<file path="src/rtl/m_wb_arbiter2.sv">
// Two-master to one-slave Wishbone classic arbiter with round-robin grant held per CYC
// and a bus watchdog that acknowledges accesses the slave never answers.
module m_wb_arbiter2 #(
    parameter int          TIMEOUT = 64,
    parameter logic [31:0] TOVAL   = 32'hDEADBEEF,
    parameter int          TOW     = 7
) (
    input  logic        CLK_I,
    input  logic        RST_I,
    input  logic        M0_CYC_I,
    input  logic        M0_STB_I,
    input  logic        M0_WE_I,
    input  logic [31:0] M0_ADR_I,
    input  logic [31:0] M0_DAT_I,
    input  logic [3:0]  M0_SEL_I,
    output logic        M0_ACK_O,
    output logic [31:0] M0_DAT_O,
    input  logic        M1_CYC_I,
    input  logic        M1_STB_I,
    input  logic        M1_WE_I,
    input  logic [31:0] M1_ADR_I,
    input  logic [31:0] M1_DAT_I,
    input  logic [3:0]  M1_SEL_I,
    output logic        M1_ACK_O,
    output logic [31:0] M1_DAT_O,
    output logic        CYC_O,
    output logic        STB_O,
    output logic        WE_O,
    output logic [31:0] ADR_O,
    output logic [31:0] DAT_O,
    output logic [3:0]  SEL_O,
    input  logic        ACK_I,
    input  logic [31:0] DAT_I,
    output logic [1:0]  gnt,
    output logic        timeout
);

    // Handshake: a beat completes in the cycle the owner's STB_O and ACK_I (or a
    // watchdog hit) are both high; the grant itself only moves when the owner drops CYC.
    typedef enum logic [1:0] {
        IDLE = 2'b00,
        GNT0 = 2'b01,
        GNT1 = 2'b10
    } state_t;

    state_t           state_q, state_d;
    logic             last_q, last_d;
    logic [TOW-1:0]   cnt_q, cnt_d;
    logic             own0, own1, stb_raw, hit;

    always_comb begin
        state_d = state_q;
        last_d  = last_q;
        case (state_q)
            IDLE: begin
                if (M0_CYC_I && M1_CYC_I) state_d = last_q ? GNT0 : GNT1;
                else if (M0_CYC_I)        state_d = GNT0;
                else if (M1_CYC_I)        state_d = GNT1;
            end
            GNT0: begin
                if (!M0_CYC_I) begin
                    last_d  = 1'b0;
                    state_d = M1_CYC_I ? GNT1 : IDLE;
                end
            end
            GNT1: begin
                if (!M1_CYC_I) begin
                    last_d  = 1'b1;
                    state_d = M0_CYC_I ? GNT0 : IDLE;
                end
            end
            default: state_d = IDLE;
        endcase
    end

    always_comb begin
        own0    = (state_q == GNT0);
        own1    = (state_q == GNT1);
        stb_raw = (own0 && M0_STB_I) || (own1 && M1_STB_I);
        // ACK_I has priority over a watchdog hit landing in the same cycle.
        hit     = (TIMEOUT != 0) && stb_raw && !ACK_I && (cnt_q == TOW'(TIMEOUT));

        if ((state_d != state_q) || !stb_raw || ACK_I || hit) cnt_d = '0;
        else if (cnt_q != {TOW{1'b1}})                         cnt_d = cnt_q + TOW'(1);
        else                                                   cnt_d = cnt_q;

        CYC_O    = 1'b0;
        STB_O    = 1'b0;
        WE_O     = 1'b0;
        ADR_O    = '0;
        DAT_O    = '0;
        SEL_O    = '0;
        M0_ACK_O = 1'b0;
        M0_DAT_O = '0;
        M1_ACK_O = 1'b0;
        M1_DAT_O = '0;
        if (own0) begin
            CYC_O    = M0_CYC_I;
            STB_O    = M0_STB_I && !hit;
            WE_O     = M0_WE_I;
            ADR_O    = M0_ADR_I;
            DAT_O    = M0_DAT_I;
            SEL_O    = M0_SEL_I;
            M0_ACK_O = ACK_I || hit;
            M0_DAT_O = hit ? TOVAL : DAT_I;
        end else if (own1) begin
            CYC_O    = M1_CYC_I;
            STB_O    = M1_STB_I && !hit;
            WE_O     = M1_WE_I;
            ADR_O    = M1_ADR_I;
            DAT_O    = M1_DAT_I;
            SEL_O    = M1_SEL_I;
            M1_ACK_O = ACK_I || hit;
            M1_DAT_O = hit ? TOVAL : DAT_I;
        end
        timeout = hit;
        gnt     = state_q;
    end

    always_ff @(posedge CLK_I) begin
        if (RST_I) begin
            state_q <= IDLE;
            last_q  <= 1'b1;
            cnt_q   <= '0;
        end else begin
            state_q <= state_d;
            last_q  <= last_d;
            cnt_q   <= cnt_d;
        end
    end

endmodule

</file>
<file path="config.mk">
export PLATFORM = sky130hd
export DESIGN_NAME = m_wb_arbiter2
export DESIGN_NICKNAME = d
export VERILOG_FILES = /design/src/rtl/m_wb_arbiter2.sv
export SDC_FILE = /design/constraint.sdc
export NUM_CORES = 1
export LEC_CHECK = 0
export CAP_MARGIN = 20
export CELL_PAD_IN_SITES_DETAIL_PLACEMENT = 1
export CELL_PAD_IN_SITES_GLOBAL_PLACEMENT = 2
export CORE_ASPECT_RATIO = 0.9
export CORE_MARGIN = 3
export CORE_UTILIZATION = 10
export DETAILED_ROUTE_END_ITERATION = 12
export GPL_TIMING_DRIVEN = 0
export PLACE_DENSITY_LB_ADDON = 0.1
export RECOVER_POWER = 100
export SYNTH_ARGS = -nofsm -noshare
export SYNTH_HDL_FRONTEND = slang
export SYNTH_SLANG_ARGS = --single-unit
</file>
<file path="constraint.sdc">
create_clock -name CLK_I -period 5 [get_ports CLK_I]
set_input_delay 0.5 -clock CLK_I [delete_from_list [all_inputs] [get_ports CLK_I]]
set_output_delay 0.5 -clock CLK_I [all_outputs]
set_load 0.01 [all_outputs]
</file>
# --- Word level (Yosys, flattened, before mapping) ---
# Index checks and enable logic that the tools add are counted.
word_totals:
  regBits: 10
  elab_cells: 61
  inputBits: 177
classes:
  reduce_logical: 19
  eq_ne: 7
  n_mux: 31
  addsub: 1
ops:
  columns: ["operator", "count"]
  rows:
  - ["2-to-1 mux 32 bit", 8]
  - ["2-to-1 mux 2 bit", 7]
  - ["2-to-1 mux 1 bit", 12]
  - ["2-to-1 mux 4 bit", 2]
  - ["adder 7 x 1 -> 7 bit, second input constant", 1]
  - ["equality test 7 bit, second input constant", 1]
  - ["logical AND 1 bit", 7]
  - ["!= test 7 bit, second input constant", 1]
  - ["one-hot mux 2 bit (3 select lines)", 1]
  - ["logical OR 1 bit", 5]
  - ["!= test 2 bit, second input constant", 2]
  - ["logical NOT 1 bit", 3]
  - ["AND reduction 3 bit", 1]
  - ["equality test 2 x 1 -> 1 bit, second input constant", 1]
  - ["equality test 2 bit, second input constant", 1]
  - ["logical NOT 2 bit", 1]
  - ["!= test 2 bit", 1]
  - ["one-hot mux 1 bit (2 select lines)", 1]
  - ["nonzero test 2 bit", 1]
  - ["OR reduction 2 bit", 1]

# --- Longest topological paths before layout ---
# Gate-level depths: netlist of the first run.
depth:
  ltp_word: 9
  depth_mapped: 8
  ltp_nobuf: 6

# --- Least setup slack after synthesis of the first run ---
# OpenSTA, ideal clock, no wires.
synth_timing:
  kind: "register -> output"
  startpoint: "register state_q[0], in the netlist gnt[0]"
  endpoint: "output port ADR_O[21]"
  required_time_ns: 4.500
  setup_slack_ns: 2.810
  arrival_ns: 1.690
  path_buffers: 4
  path_stages_with_launch: 7
  cell_sequence: "dfxtp_1 -> buf_2 -> nor2b_1 -> clkbuf_1 -> clkbuf_1 -> buf_1 -> a22o_1"
synth_via:
  elab_chain_cells: 3
  word_cells_on_any_way: 4
  classes_between: "eq/ne: 2; mux: 2"
synth_lines:
  columns: ["item", "line_no", "source"]
  rows:
  - ["from (decl)", "46", "state_t state_q, state_d;"]
  - ["from (signal assigned)", "126", "state_q <= state_d;"]
  - ["equality test 2 bit", "78", "own1 = (state_q == GNT1);"]
  - ["2-to-1 mux 32 bit", "106", "end else if (own1) begin"]
  - ["2-to-1 mux 32 bit *", "97", "if (own0) begin"]
  - ["to (decl)", "29", "output logic [31:0] ADR_O,"]
# Mark *: on every way between the ends. The rest lies on a longest branch, timed or not.

# --- Worst setup path after layout of the first run ---
layout_timing:
  startpoint: "register state_q[0], in the netlist gnt[0]"
  endpoint: "output port M1_DAT_O[16]"
layout_via:
  elab_chain_cells: 8
  word_cells_on_any_way: 10
  classes_between: "eq/ne: 2; mux: 3; reduce/logical: 5"
layout_lines:
  columns: ["item", "line_no", "source"]
  rows:
  - ["equality test 2 x 1 -> 1 bit / equality test 2 bit (equally long branches)", "77, 78", null]
  - ["logical AND 1 bit", "79", "stb_raw = (own0 && M0_STB_I) || (own1 && M1_STB_I);"]
  - ["logical OR 1 bit", "79", null]
  - ["logical AND 1 bit (2 in series)", "81", "hit = (TIMEOUT != 0) && stb_raw && !ACK_I && (cnt_q == TOW'(TIMEOUT));"]
  - ["2-to-1 mux 32 bit", "114", "M1_DAT_O = hit ? TOVAL : DAT_I;"]
  - ["2-to-1 mux 32 bit", "106", null]
  - ["2-to-1 mux 32 bit *", "97", null]
  - ["to (decl)", "25", "output logic [31:0] M1_DAT_O,"]
# Marked as above.

==> results of run 1 <==
[through the flow]
step | cells | total power (W) | setup slack (ns) | hold slack (ns)
CTS | 787 | 0.000681 | 1.55 | 0.511
detailed placement | 783 | 0.000520 | 1.81 | 0.502
global placement | 783 | 0.000516 | 1.82 | 0.481
finish | 787 | 0.000645 | 1.10 | 0.500
floorplan | 260 | 0.000219 | 2.81 | 0.450
global route | 787 | 0.000682 | 0.774 | 0.522
[worst paths after layout]
kind | from | to | slack [ns] | cells past startpoint
hold / removal | cnt_q[6] | cnt_q[6] | 0.50 | 2
setup / recovery | gnt[0] | M1_DAT_O[16] | 1.10 | 8
setup reg to reg | gnt[0] | cnt_q[5] | 2.99 | 6
hold reg to reg | cnt_q[6] | cnt_q[6] | 0.50 | 2
[synthesized netlist by cell type, drive strengths merged]
cell / count
o22ai: 2
nand2b: 4
a21boi: 1
nor2b: 3
a211oi: 2
mux2i: 1
o21ai: 1
dfxtp: 10
and2: 17
a21o: 1
nand2: 6
xnor2: 1
ha: 2
nand3b: 2
a21oi: 1
nand3: 2
inv: 3
buf: 7
o21bai: 1
a2111o: 1
or4b: 1
a31oi: 2
nor3: 5
and3b: 1
and3: 1
clkbuf: 20
a2111oi: 1
nor2: 91
or3: 1
a22o: 69
[registers in the layout, summed over array words and instances (netlist names)]
name	flops
cnt_q	7
gnt	2
last_q	1
[layer usage]
layer / GRT usage [%] / share of wire, % / vias to the layer above
met4: 1.52 / 0.70 / 0
li1: - / - / 1573
met3: 2.27 / 6.4 / 6
met1: 15.8 / 36 / 1486
met5: 0 / 0 / -
met2: 29.1 / 57 / 114
[kinds of logic after synthesis]
group | count (synthesis)
buffers and inverters | 30
adder cells (fa/ha/maj) | 2
AO/OA/AOI/OAI | 82
multiplexers | 1
flip-flops | 10
AND/OR/NAND/NOR | 134
XOR/XNOR | 1
[critical path: cells and delay by family, from the launching register on]
family | cells | cell delay, ns
DFF | 1 | 0.39
AOI/OAI and AO/OA | 1 | 0.53
buffers and inverters | 4 | 1.84
and+or+nand+nor | 3 | 0.39
[area by class of cell]
class                   count  area [sq um]  area share, %
repair buffers            316          3160           61.3
multi-input cells         220          1340           25.9
well taps                 207           259           5.02
flip-flops and latches     10           200           3.88
plain buffers              27           103           1.99
clock buffers               4          88.8           1.72
inverters                   3          11.3          0.218
[power by group through the flow]
stage | Sequential (W) | Clock, W | Combinational (W)
final | 0.0000840 | 0.000156 | 0.000405
after detailed placement | 0.0000854 | 0 | 0.000435
after global routing | 0.0000843 | 0.000165 | 0.000433
after global placement | 0.0000853 | 0 | 0.000431
after floorplan | 0.0000851 | 0 | 0.000134
after CTS | 0.0000840 | 0.000160 | 0.000437
==> impl_metrics.json, run 1 <==
{
  "overflow": 0,
  "p_clk_share_pct": 24.2,
  "clkTransAtPathRegs_ns": 0.04,
  "end_kind": "primary output",
  "post_dp_cell_area_sq_mm": 0.00509,
  "nFillCells": 1923,
  "fin_crit_sh_pct": 77.9,
  "initial_core_util_pct": 10.3,
  "routed_via_density": 4.04,
  "p_int_w": 0.000455,
  "drt_pass1_iterations": 6,
  "die_x_microns": 142,
  "leakage_nw": 2.22,
  "relSlewSlack_pct": 51.7,
  "synth.distinct_cells": 33,
  "ys_warn_count": 0,
  "cp_data_required_time_ns": 4.50,
  "synth_seq_cells": 10,
  "synth-seq-area-share_pct": 12.0,
  "grt_pass1_vias": 3199,
  "worst_path_most_repeated_cell": "clkbuf_1",
  "fmax_mhz": 257,
  "synth.area.mux_share_pct": 0.599,
  "layout_min_cycle_time_ns": 3.90,
  "num_rows": 44,
  "drtAntennaViolNets": 0,
  "p_seq_share_pct": 13.0,
  "sw_frac_of_total_pct": 29.4,
  "dieArea_sq_mm": 0.0183,
  "numClockSinks": 10,
  "layout_common_cells": "clkdlybuf4s50_1, dlygate4sd3_1, nor2_1",
  "tightest_slew_ns": 0.718,
  "critical_path_class": "register to primary output",
  "setup.worst_path.start_class": "register",
  "drive_gt1_share_pct": 0.862,
  "status": "completed",
  "antenna_found_initial": 0,
  "synthAdderAreaFrac_pct": 1.50,
  "grt_max_degree": 11,
  "yosys.area_share.simple_pct": 35.7,
  "htreeDepth": 1,
  "netSwitchingPower_w": 0.000190,
  "syn_inst": 260,
  "antennaDiodeCount": 0,
  "slew_viol_final": 0,
  "num_vias": 3179,
  "min_path_type": "register to register",
  "rsz0062_at_grt": "false",
  "wl_per_cell_microns": 18.7,
  "core_sq_mm": 0.0162,
  "drt_iter0_drc": 102,
  "io_buffer_count": 316,
  "yosysTopAreaCell": "a22o_1",
  "syn_nets": 439,
  "power_per_cell_area_mw_per_mm2": 125,
  "place.gp.congestion": 0.781,
  "crit_fanout": 10,
  "ctsResizeCount": 0,
  "setup_viol": 0,
  "clk_latency_ns": 0.23,
  "fin_setup_tns_ns": 0,
  "dieHeight_microns": 129,
  "cts_root_buffer": "clkbuf_16",
  "cts_made_buffers": 3,
  "crit_path_top_delay_cell": "dlygate4sd3_1",
  "path_cells": "clkbuf_1, nand3b_1, a2111oi_0, clkbuf_1, clkbuf_1, nor2_1, nor2_1, dlygate4sd3_1",
  "fin_util_pct": 31.8,
  "arrival_ns": 3.40,
  "syn2layout_area_growth_pct": 209,
  "layout_commonest_cell": "clkdlybuf4s50_1",
  "grt_pass1_wl_mm": 20.6,
  "syn_area_sq_mm": 0.00167,
  "postCtsSetupRepairBufs": 0,
  "dp_hpwl_mm": 13.0,
  "synthDominantCellAreaShare_pct": 36.2,
  "cts_tree": "yes",
  "ir_drop_uv": 115,
  "holdBufCountCts": 0,
  "ys_top_cells_by_area": "a22o_1, nor2_1, dfxtp_1, and2_1, clkbuf_1",
  "synth-compound-area-share_pct": 42.1,
  "drt_wl_total_mm": 14.7,
  "max-cap-violations": 0,
  "hold_viol": 0,
  "avgSynthCellArea_sq_um": 6.42,
  "grt.total_usage_pct": 14.3,
  "slowest_delay_ns": 0.63,
  "clockBufferDepth": 2,
  "synth_xor_area_share_pct": 0.524,
  "stdcell_area_sq_mm": 0.00516,
  "num_io_pins": 317,
  "drcViolationCount": 0,
  "p_comb_share_pct": 62.8,
  "nNetsFinal": 760,
  "skew_ns": 0.00207,
  "synth_top_family_by_area": "compound AO/OA/AOI/OAI gates"
}
Power figures use the tool's default switching activity.
==> run 2, diff against run 1 <==
==> constraint.sdc (replaced) <==
create_clock -name CLK_I -period 3.7 [get_ports CLK_I]
set_input_delay 0.37 -clock CLK_I [delete_from_list [all_inputs] [get_ports CLK_I]]
set_output_delay 0.37 -clock CLK_I [all_outputs]
set_load 0.01 [all_outputs]
==> run 2 against run 1 <==
  * Cell area up 0.29%
  * Register-to-register slack worse by 1.3 ns
  * Combinational power is 35% higher
  * Critical path type unchanged
  * Critical endpoint is now M0_DAT_O[8]
  * Largest cell class unchanged
==> impl_metrics.json, run 2 (synthesis results as in run 1) <==
{
  "status": "completed",
  "num_rows": 44,
  "num_vias": 3160,
  "nNetsFinal": 760,
  "syn2layout_area_growth_pct": 210,
  "layout_common_cells": "clkdlybuf4s50_1, dlygate4sd3_1, nor2_1",
  "ir_drop_uv": 155,
  "io_buffer_count": 316,
  "setup.worst_path.start_class": "register",
  "die_x_microns": 142,
  "largest_reg_flops": 7,
  "hold_depth": 2,
  "fin_crit_sh_pct": 90.3,
  "r2r_slack_ns": 1.69,
  "fmax_mhz": 299,
  "num_io_pins": 317,
  "fin_setup_tns_ns": 0,
  "clkTransAtPathRegs_ns": 0.04,
  "p_int_w": 0.000615,
  "htreeDepth": 1,
  "numClockSinks": 10,
  "p_total_w": 0.000871,
  "cts_tree": "yes",
  "stdcell_area_sq_mm": 0.00518,
  "cts_made_buffers": 3,
  "r2r-start": "gnt[1]",
  "grt_pass1_wl_mm": 20.6,
  "setup_viol": 0,
  "reg2reg_depth": 6,
  "slew_viol_final": 0,
  "sw_frac_of_total_pct": 29.4,
  "place.gp.congestion": 0.781,
  "dieArea_sq_mm": 0.0183,
  "drt_wl_total_mm": 14.7,
  "netSwitchingPower_w": 0.000256,
  "crit_fanout": 10,
  "grt_max_degree": 11,
  "r2r_end": "cnt_q[5]",
  "cts_root_buffer": "clkbuf_16",
  "drt_iter0_drc": 90,
  "tightest_slew_ns": 0.718,
  "drt_pass1_iterations": 4,
  "overflow": 0,
  "antenna_found_initial": 0,
  "postCtsSetupRepairBufs": 0,
  "layout_commonest_cell": "clkdlybuf4s50_1",
  "p_seq_share_pct": 13.0,
  "cp_data_required_time_ns": 3.33,
  "p_comb_share_pct": 62.8,
  "dp_hpwl_mm": 13.0,
  "initial_core_util_pct": 10.3,
  "power_per_cell_area_mw_per_mm2": 168,
  "post_dp_cell_area_sq_mm": 0.00509,
  "top_register": "cnt_q",
  "min-delay-start": "cnt_q[6]",
  "critical_path_class": "register to primary output",
  "drive_gt1_share_pct": 1.38,
  "arrival_ns": 2.97,
  "clk_latency_ns": 0.23,
  "layout_min_cycle_time_ns": 3.34,
  "hold_viol": 0,
  "wl_per_cell_microns": 18.6,
  "grt.total_usage_pct": 14.3,
  "drtAntennaViolNets": 0,
  "rsz0062_at_grt": "false",
  "skew_ns": 0.00207,
  "p_clk_share_pct": 24.2,
  "holdPathEnd": "cnt_q[6]",
  "drcViolationCount": 0,
  "holdBufCountCts": 0,
  "relSlewSlack_pct": 51.7,
  "antennaDiodeCount": 0,
  "grt_pass1_vias": 3199,
  "core_sq_mm": 0.0162,
  "routed_via_density": 4.02,
  "clockBufferDepth": 2,
  "end_kind": "primary output",
  "dieHeight_microns": 129,
  "min_path_type": "register to register",
  "max-cap-violations": 0,
  "ctsResizeCount": 0,
  "leakage_nw": 2.23
}
## run 2: cell count changes in the layout (fill, tap and decap cells not counted), sizes merged
cell,before,now
buf,2,4
clkbuf,29,27
## run 2: worst max-delay path by stage
| stage | start | end | slack [ns] | cells past startpoint |
|---|---|---|---|---|
| after floorplan | gnt[0] | ADR_O[21] | 1.64 | 6 |
| final | cnt_q[2] | M0_DAT_O[8] | 0.36 | 6 |
| after global placement | gnt[0] | ADR_O[25] | 0.65 | 7 |
| after global routing | gnt[0] | ADR_O[25] | 0.12 | 7 |
| after CTS | gnt[0] | ADR_O[25] | 0.38 | 7 |
| after detailed placement | gnt[0] | ADR_O[25] | 0.64 | 7 |
## run 2: power groups by stage
stage | logic, W | registers [W] | clock network [W]
after global routing | 0.000586 | 0.000114 | 0.000223
after detailed placement | 0.000588 | 0.000115 | 0
final | 0.000547 | 0.000113 | 0.000210
after global placement | 0.000582 | 0.000115 | 0
after CTS | 0.000590 | 0.000114 | 0.000216
after floorplan | 0.000181 | 0.000115 | 0
## run 2: layout make-up
| type | count | area [sq um] |
|---|---|---|
| plain buffers | 27 | 111 |
| clock buffers | 4 | 88.8 |
| fillers | 1920 | 11100 |
| inverters | 3 | 11.3 |
| multi-input cells | 220 | 1340 |
| flip-flops and latches | 10 | 200 |
| well taps | 207 | 259 |
| repair buffers | 316 | 3160 |
## run 2: stage by stage
step	worst slack [ns]	utilization [%]	cells	hold slack, ns
final	0.358	31.9	787	0.500
after global routing	0.115	31.9	787	0.522
after CTS	0.385	31.9	787	0.511
after detailed placement	0.642	31.4	783	0.502
after global placement	0.647	31.4	783	0.481
after floorplan	1.64	-	260	0.447
## run 2: critical path, stage by stage, from the launching register on
cell and delay, ns:
dfxtp_1 0.37, or4b_1 0.58, a2111oi_2 0.27, clkbuf_1 0.44, nor2_1 0.25, and2_1 0.22, dlygate4sd3_1 0.61
## run 2: per-layer routing
metal  wire [microns]  vias up  track usage [%]
met4              103        0             1.52
met2             8320      114             29.1
met5                0        -                0
li1                 -     1573                -
met3              967        6             2.27
met1             5260     1467             15.8
==> run 3, diff against run 2 <==
--- a/config.mk
+++ b/config.mk
@@ -5,6 +5,7 @@
 export SDC_FILE = /design/constraint.sdc
 export NUM_CORES = 1
 export LEC_CHECK = 0
+export ABC_CLOCK_PERIOD_IN_PS = 3700
 export CAP_MARGIN = 20
 export CELL_PAD_IN_SITES_DETAIL_PLACEMENT = 1
 export CELL_PAD_IN_SITES_GLOBAL_PLACEMENT = 2
==> results of run 3 <==
Same layout as run 2: the final DEF is identical, and so are final timing and power.
